==> config.mk <==
export PLATFORM = sky130hd
export DESIGN_NAME = uart_byte_tx_flat
export DESIGN_NICKNAME = d
export VERILOG_FILES = /design/src/rtl/uart_pkg.sv /design/src/rtl/uart_byte_tx_if.sv /design/src/rtl/uart_bit_timer.sv /design/src/rtl/uart_byte_tx.sv /design/src/flat_wrapper.sv
export SDC_FILE = /design/constraint.sdc
export NUM_CORES = 1
export LEC_CHECK = 0
export BUFFER_PORTS_ARGS = -buffer_cell sky130_fd_sc_hd__buf_2
export CAP_MARGIN = 20
export CORE_MARGIN = 1.5
export CORE_UTILIZATION = 48
export CTS_BUF_LIST = sky130_fd_sc_hd__clkbuf_16
export DETAILED_ROUTE_END_ITERATION = 8
export PLACE_DENSITY = 0.65
export SLEW_MARGIN = 20
export SYNTH_ARGS = -nofsm -noshare
export SYNTH_HDL_FRONTEND = slang
export SYNTH_SLANG_ARGS = --single-unit
==> constraint.sdc <==
create_clock -name clk -period 3.8 [get_ports clk]
set_input_delay 0.76 -clock clk [delete_from_list [all_inputs] [get_ports clk]]
set_output_delay 0.76 -clock clk [all_outputs]
set_load 0.02 [all_outputs]
==> src/rtl/uart_pkg.sv <==
// Shared UART definitions for the byte transmitter and the future byte receiver.
package uart_pkg;

  localparam int DATA_BITS            = 8;
  localparam int DEFAULT_CLKS_PER_BIT = 868;

  typedef enum logic [2:0] {
    IDLE,
    START,
    DATA,
    PARITY,
    STOP,
    DONE
  } uart_tx_state_t;

endpackage

==> src/rtl/uart_byte_tx_if.sv <==
// Byte handshake between the grid assembler (master) and the UART transmitter (slave).
interface uart_byte_tx_if;
  import uart_pkg::*;

  logic                 send;
  logic [DATA_BITS-1:0] byte_in;
  logic                 busy;
  logic                 transmit_done;

  modport master (
    output send,
    output byte_in,
    input  busy,
    input  transmit_done
  );

  modport slave (
    input  send,
    input  byte_in,
    output busy,
    output transmit_done
  );

endinterface

==> src/rtl/uart_bit_timer.sv <==
// Bit-period counter: counts 0..CLKS_PER_BIT-1 while not cleared and ticks on the last count.
module uart_bit_timer
  import uart_pkg::*;
#(
  parameter int CLKS_PER_BIT = DEFAULT_CLKS_PER_BIT,
  parameter int CNT_W        = $clog2(CLKS_PER_BIT)
) (
  input  logic clk,
  input  logic rst,
  input  logic clear,
  output logic tick
);

  localparam logic [CNT_W-1:0] LAST_COUNT = CNT_W'(CLKS_PER_BIT - 1);

  logic [CNT_W-1:0] count;

  // Wrapping at the terminal count keeps the counter inside CNT_W bits.
  always_ff @(posedge clk or negedge rst) begin
    if (!rst) begin
      count <= '0;
    end else if (clear || tick) begin
      count <= '0;
    end else begin
      count <= count + 1'b1;
    end
  end

  assign tick = !clear && (count == LAST_COUNT);

endmodule

==> src/rtl/uart_byte_tx.sv <==
// UART byte transmitter, 8N1 LSB first, idle-high registered tx.
// Define UART_TX_PARITY_EN to insert an even-parity bit between data and stop.
module uart_byte_tx
  import uart_pkg::*;
#(
  parameter int CLKS_PER_BIT = DEFAULT_CLKS_PER_BIT,
  parameter int CNT_W        = $clog2(CLKS_PER_BIT)
) (
  input  logic           clk,
  input  logic           rst,
  uart_byte_tx_if.slave  bus,
  output logic           tx
);

  uart_tx_state_t       state;
  logic [DATA_BITS-1:0] shift;
  logic [2:0]           bit_idx;
  logic                 tick;
  logic                 timer_clear;
`ifdef UART_TX_PARITY_EN
  logic                 parity_bit;
`endif

  // The timer only runs while a frame is on the line, so each frame starts at count 0.
  assign timer_clear = (state == IDLE) || (state == DONE);

  uart_bit_timer #(
    .CLKS_PER_BIT (CLKS_PER_BIT),
    .CNT_W        (CNT_W)
  ) u_bit_timer (
    .clk   (clk),
    .rst   (rst),
    .clear (timer_clear),
    .tick  (tick)
  );

  always_ff @(posedge clk or negedge rst) begin
    if (!rst) begin
      state              <= IDLE;
      tx                 <= 1'b1;
      bus.busy           <= 1'b0;
      bus.transmit_done  <= 1'b0;
      shift              <= '0;
      bit_idx            <= '0;
`ifdef UART_TX_PARITY_EN
      parity_bit         <= 1'b0;
`endif
    end else begin
      bus.transmit_done <= 1'b0;
      case (state)
        IDLE: begin
          tx <= 1'b1;
          if (bus.send) begin
            shift    <= bus.byte_in;
            bit_idx  <= '0;
            tx       <= 1'b0;
            bus.busy <= 1'b1;
            state    <= START;
`ifdef UART_TX_PARITY_EN
            parity_bit <= ^bus.byte_in;
`endif
          end
        end
        START: begin
          if (tick) begin
            tx    <= shift[0];
            state <= DATA;
          end
        end
        // tx is loaded with the next bit at the boundary so the pin never waits on the shift.
        DATA: begin
          if (tick) begin
            if (bit_idx == 3'(DATA_BITS - 1)) begin
`ifdef UART_TX_PARITY_EN
              tx    <= parity_bit;
              state <= PARITY;
`else
              tx    <= 1'b1;
              state <= STOP;
`endif
            end else begin
              shift   <= shift >> 1;
              tx      <= shift[1];
              bit_idx <= bit_idx + 3'd1;
            end
          end
        end
`ifdef UART_TX_PARITY_EN
        PARITY: begin
          if (tick) begin
            tx    <= 1'b1;
            state <= STOP;
          end
        end
`endif
        STOP: begin
          if (tick) begin
            bus.busy          <= 1'b0;
            bus.transmit_done <= 1'b1;
            state             <= DONE;
          end
        end
        DONE: begin
          state <= IDLE;
        end
        default: begin
          tx       <= 1'b1;
          bus.busy <= 1'b0;
          state    <= IDLE;
        end
      endcase
    end
  end

endmodule

==> src/flat_wrapper.sv <==
// flat-port wrapper written by rule: the top's interface ports become plain ports
module uart_byte_tx_flat import uart_pkg::*;
#(
  parameter int CLKS_PER_BIT = DEFAULT_CLKS_PER_BIT,
  parameter int CNT_W        = $clog2(CLKS_PER_BIT)
)
  (clk, rst, tx, bus_send, bus_byte_in, bus_busy, bus_transmit_done);
  uart_byte_tx_if bus_i ();
  input  logic clk;
  input  logic rst;
  output logic tx;
  input wire logic [$bits(bus_i.send)-1:0] bus_send;
  input wire logic [$bits(bus_i.byte_in)-1:0] bus_byte_in;
  output wire logic [$bits(bus_i.busy)-1:0] bus_busy;
  output wire logic [$bits(bus_i.transmit_done)-1:0] bus_transmit_done;
  assign bus_i.send = bus_send;
  assign bus_i.byte_in = bus_byte_in;
  assign bus_busy = bus_i.busy;
  assign bus_transmit_done = bus_i.transmit_done;
  uart_byte_tx #(.CLKS_PER_BIT(CLKS_PER_BIT), .CNT_W(CNT_W)) u_core (.clk(clk), .rst(rst), .bus(bus_i), .tx(tx));
endmodule
==> results.toml <==
[logic_synthesis]
syn-cell-area_mm2 = 0.00138
synth_seq_cells = 27
synth_edf_count = 0
synth-async-reset-ratio = 1.00
yosysSeqAreaShare = 0.490
synth_flop_cell = "dfrtp_1"
synthTopCellsByArea = "dfrtp_1, mux2_2, xor2_1"
ys_warn_count = 0
synth_top_area_share = 0.471
synth_fp_nets = 139
syn-instance-count = 125
syn-mean-instance-area_um2 = 11.1
yosysTopAreaCell = "dfrtp_1"
ys_types = 35

[worst_setup_path]
r2r-end = "u_core.shift[0]"
worst_path_max_delay_cell = "o21bai_1"
r2r_start = "u_core.u_bit_timer.count[0]"
critical_path.max_fanout = 11
ff2ff_path_depth = 5
r2r_slack_ps = 1380
path_cells = "ha_1 > and4b_1 > nand4_2 > o21bai_1 > mux2_2"
critPathBufInv = 0
path_delay_family = "compound AO/OA/AOI/OAI gates"
slowest_delay_ps = 790
critical_path_class = "reg -> reg"
end_kind = "register"
crit_path_start_kind = "register"
cp.required_ps = 3950
arrival_ps = 2570

[pwr]
p_comb_frac = 0.150
power_density_mw_per_mm2 = 488
switching_share = 0.272
ir_worst_vdd_mv = 0.424
p_seq_frac = 0.532
pwr-share-clk = 0.317
p_leak_nw = 0.665
p_int_mw = 0.540
switchingPower_mw = 0.202

[timing]
tightest_slew_ps = 880
slew_headroom = 0.412
hold_violations = 0
fmax_mhz = 413
hold_ws_ps = 489
setup_viol_count_final = 0
setup_ws_ps = 1380
skew_ps = 6.13
fin_setup_tns_ps = 0
fin_crit_ps = 2420
rsz0062_at_grt = "no"
drv_slew = 0
post-route-period-util = 0.637

[route]
finalWirelength_um = 2160
drc = 0
detail_route.iter0.violations = 17
first_pass_iters = 5
wl_per_cell_um = 13.0
vias = 896
detail-route-antenna-nets = 0
via_per_inst = 5.40

[die]
die_h_um = 56.6
die_width_um = 56.6
coreArea_mm2 = 0.00273
start_util = 0.505
die_area_mm2 = 0.00321
row_count = 19
pin_count = 14

[global_route]
antenna_found_initial = 0
grt_usage = 0.164
grt_pass1_wl_um = 3970
grt_max_degree = 28
grt_pass1_vias = 846
gr-total-overflow = 0

[final_layout]
seqCellArea_um2 = 677
n_antenna_cell = 0
drive_gt1_frac = 0.267
multi_input_area_um2 = 644
stdcell_count = 166
fillers = 235
area_growth_pct = 10.1
final_nets = 150
fin_area_mm2 = 0.00152

[place]
dp_hpwl_um = 1490
finalWeightedCongestion = 0.774
placedInstanceArea_mm2 = 0.00144
dp.cells = 162
post-place-ws_ps = 1370
port_buffers = 13

[run_status]
status = "complete, no violations"

[clock_network]
cts_buffer_depth = 2
tritoncts = "done"
cts_made_buffers = 3
cts_sinks = 27
cts_hold_buf = 0
clk_latency_ps = 260
root_buffer = "clkbuf_16"
path_clk_slew_ps = 60
post_cts_resized = 0
postCtsSetupBuffers = 0
htree_num_levels = 1

[min_path]
hold_class = "in -> async"

[run]
cap_viol_max_count = 0
[cell usage in the layout, fill, tap and decap left out, drive strengths merged, types with 3 or more instances in the layout]
cell type  count
xor2           7
buf           13
nor2b          4
nand3          4
a21oi          3
dfrtp         26
nand2          5
ha             3
nor2          13
mux2          16
inv            4
o21ai          6
clkbuf         3
nand4          3
nor3           5
[power by group through the flow]
stage               registers (mW)  logic (mW)  clock network [mW]
CTS                          0.395       0.113               0.246
finish                       0.395       0.111               0.235
detailed placement           0.400       0.113                   0
global placement             0.398       0.111                   0
floorplan                    0.380       0.109                   0
global route                 0.406       0.129               0.258
[per-stage QoR]
| stage | power [mW] | util |
|---|---|---|
| final | 0.742 | 0.556 |
| after floorplan | 0.489 | - |
| after global routing | 0.793 | 0.556 |
| after global placement | 0.509 | 0.527 |
| after CTS | 0.754 | 0.556 |
| after detailed placement | 0.513 | 0.527 |
[layout make-up]
cell class | count | share of cell area
sequential | 27 | 0.445
inverter | 4 | 0.00988
clock buffer | 3 | 0.0494
clock inverter | 1 | 0.00329
timing repair buffer | 13 | 0.0428
tap | 31 | 0.0255
multi-input combinational | 87 | 0.424
[Yosys cell counts (2+ instances only)]
cell,count
a21oi_1,3
and3_1,2
buf_2,3
buf_6,2
clkbuf_1,2
dfrtp_1,26
ha_1,3
inv_1,4
mux2_2,15
mux2i_1,2
nand2_1,5
nand2b_1,2
nand3_1,4
nand4_1,2
nor2_1,13
nor2b_1,4
nor3_1,4
o21ai_0,5
xnor2_1,2
xor2_1,7
[state kept, by name (all words and copies together), names as in the netlist]
name	count
u_core.shift	8
u_core.tx	1
u_core.bus.transmit_done	1
u_core.bus.busy	1
u_core.bit_idx	3
u_core.u_bit_timer.count	10
u_core.state	3
[worst register-to-register path, cell delays in order, from the launching register on]
cell,delay [ps]
dfrtp_1,390
ha_1,210
and4b_1,230
nand4_2,260
o21bai_1,790
mux2_2,420
[routing by layer]
metal,GRT usage,vias to the layer above,share of wire
met5,0,-,0
met4,0.0816,0,0.025
met3,0.0530,5,0.048
met2,0.221,18,0.42
met1,0.235,422,0.50
li1,-,451,-
[cell families after synthesis]
kind of cell / Yosys count / synth area share
AO/OA/AOI/OAI: 12 / 0.0498
XOR/XNOR: 9 / 0.0571
adder cells (fa/ha/maj): 3 / 0.0272
buffers and inverters: 11 / 0.0435
flip-flops: 27 / 0.490
multiplexers: 18 / 0.145
AND/OR/NAND/NOR: 45 / 0.188
[worst max path at each step]
stage	slack, ps	cells after the start	startpoint	to
after floorplan	1940	5	bus_send	u_core.bit_idx[0]
after global placement	1440	5	u_core.u_bit_timer.count[0]	u_core.shift[4]
after detailed placement	1370	5	u_core.u_bit_timer.count[0]	u_core.shift[0]
after CTS	1350	5	u_core.u_bit_timer.count[0]	u_core.shift[0]
after global routing	1200	5	u_core.u_bit_timer.count[0]	u_core.shift[6]
final	1380	5	u_core.u_bit_timer.count[0]	u_core.shift[0]
No activity file was read; power rests on OpenSTA's default activity.
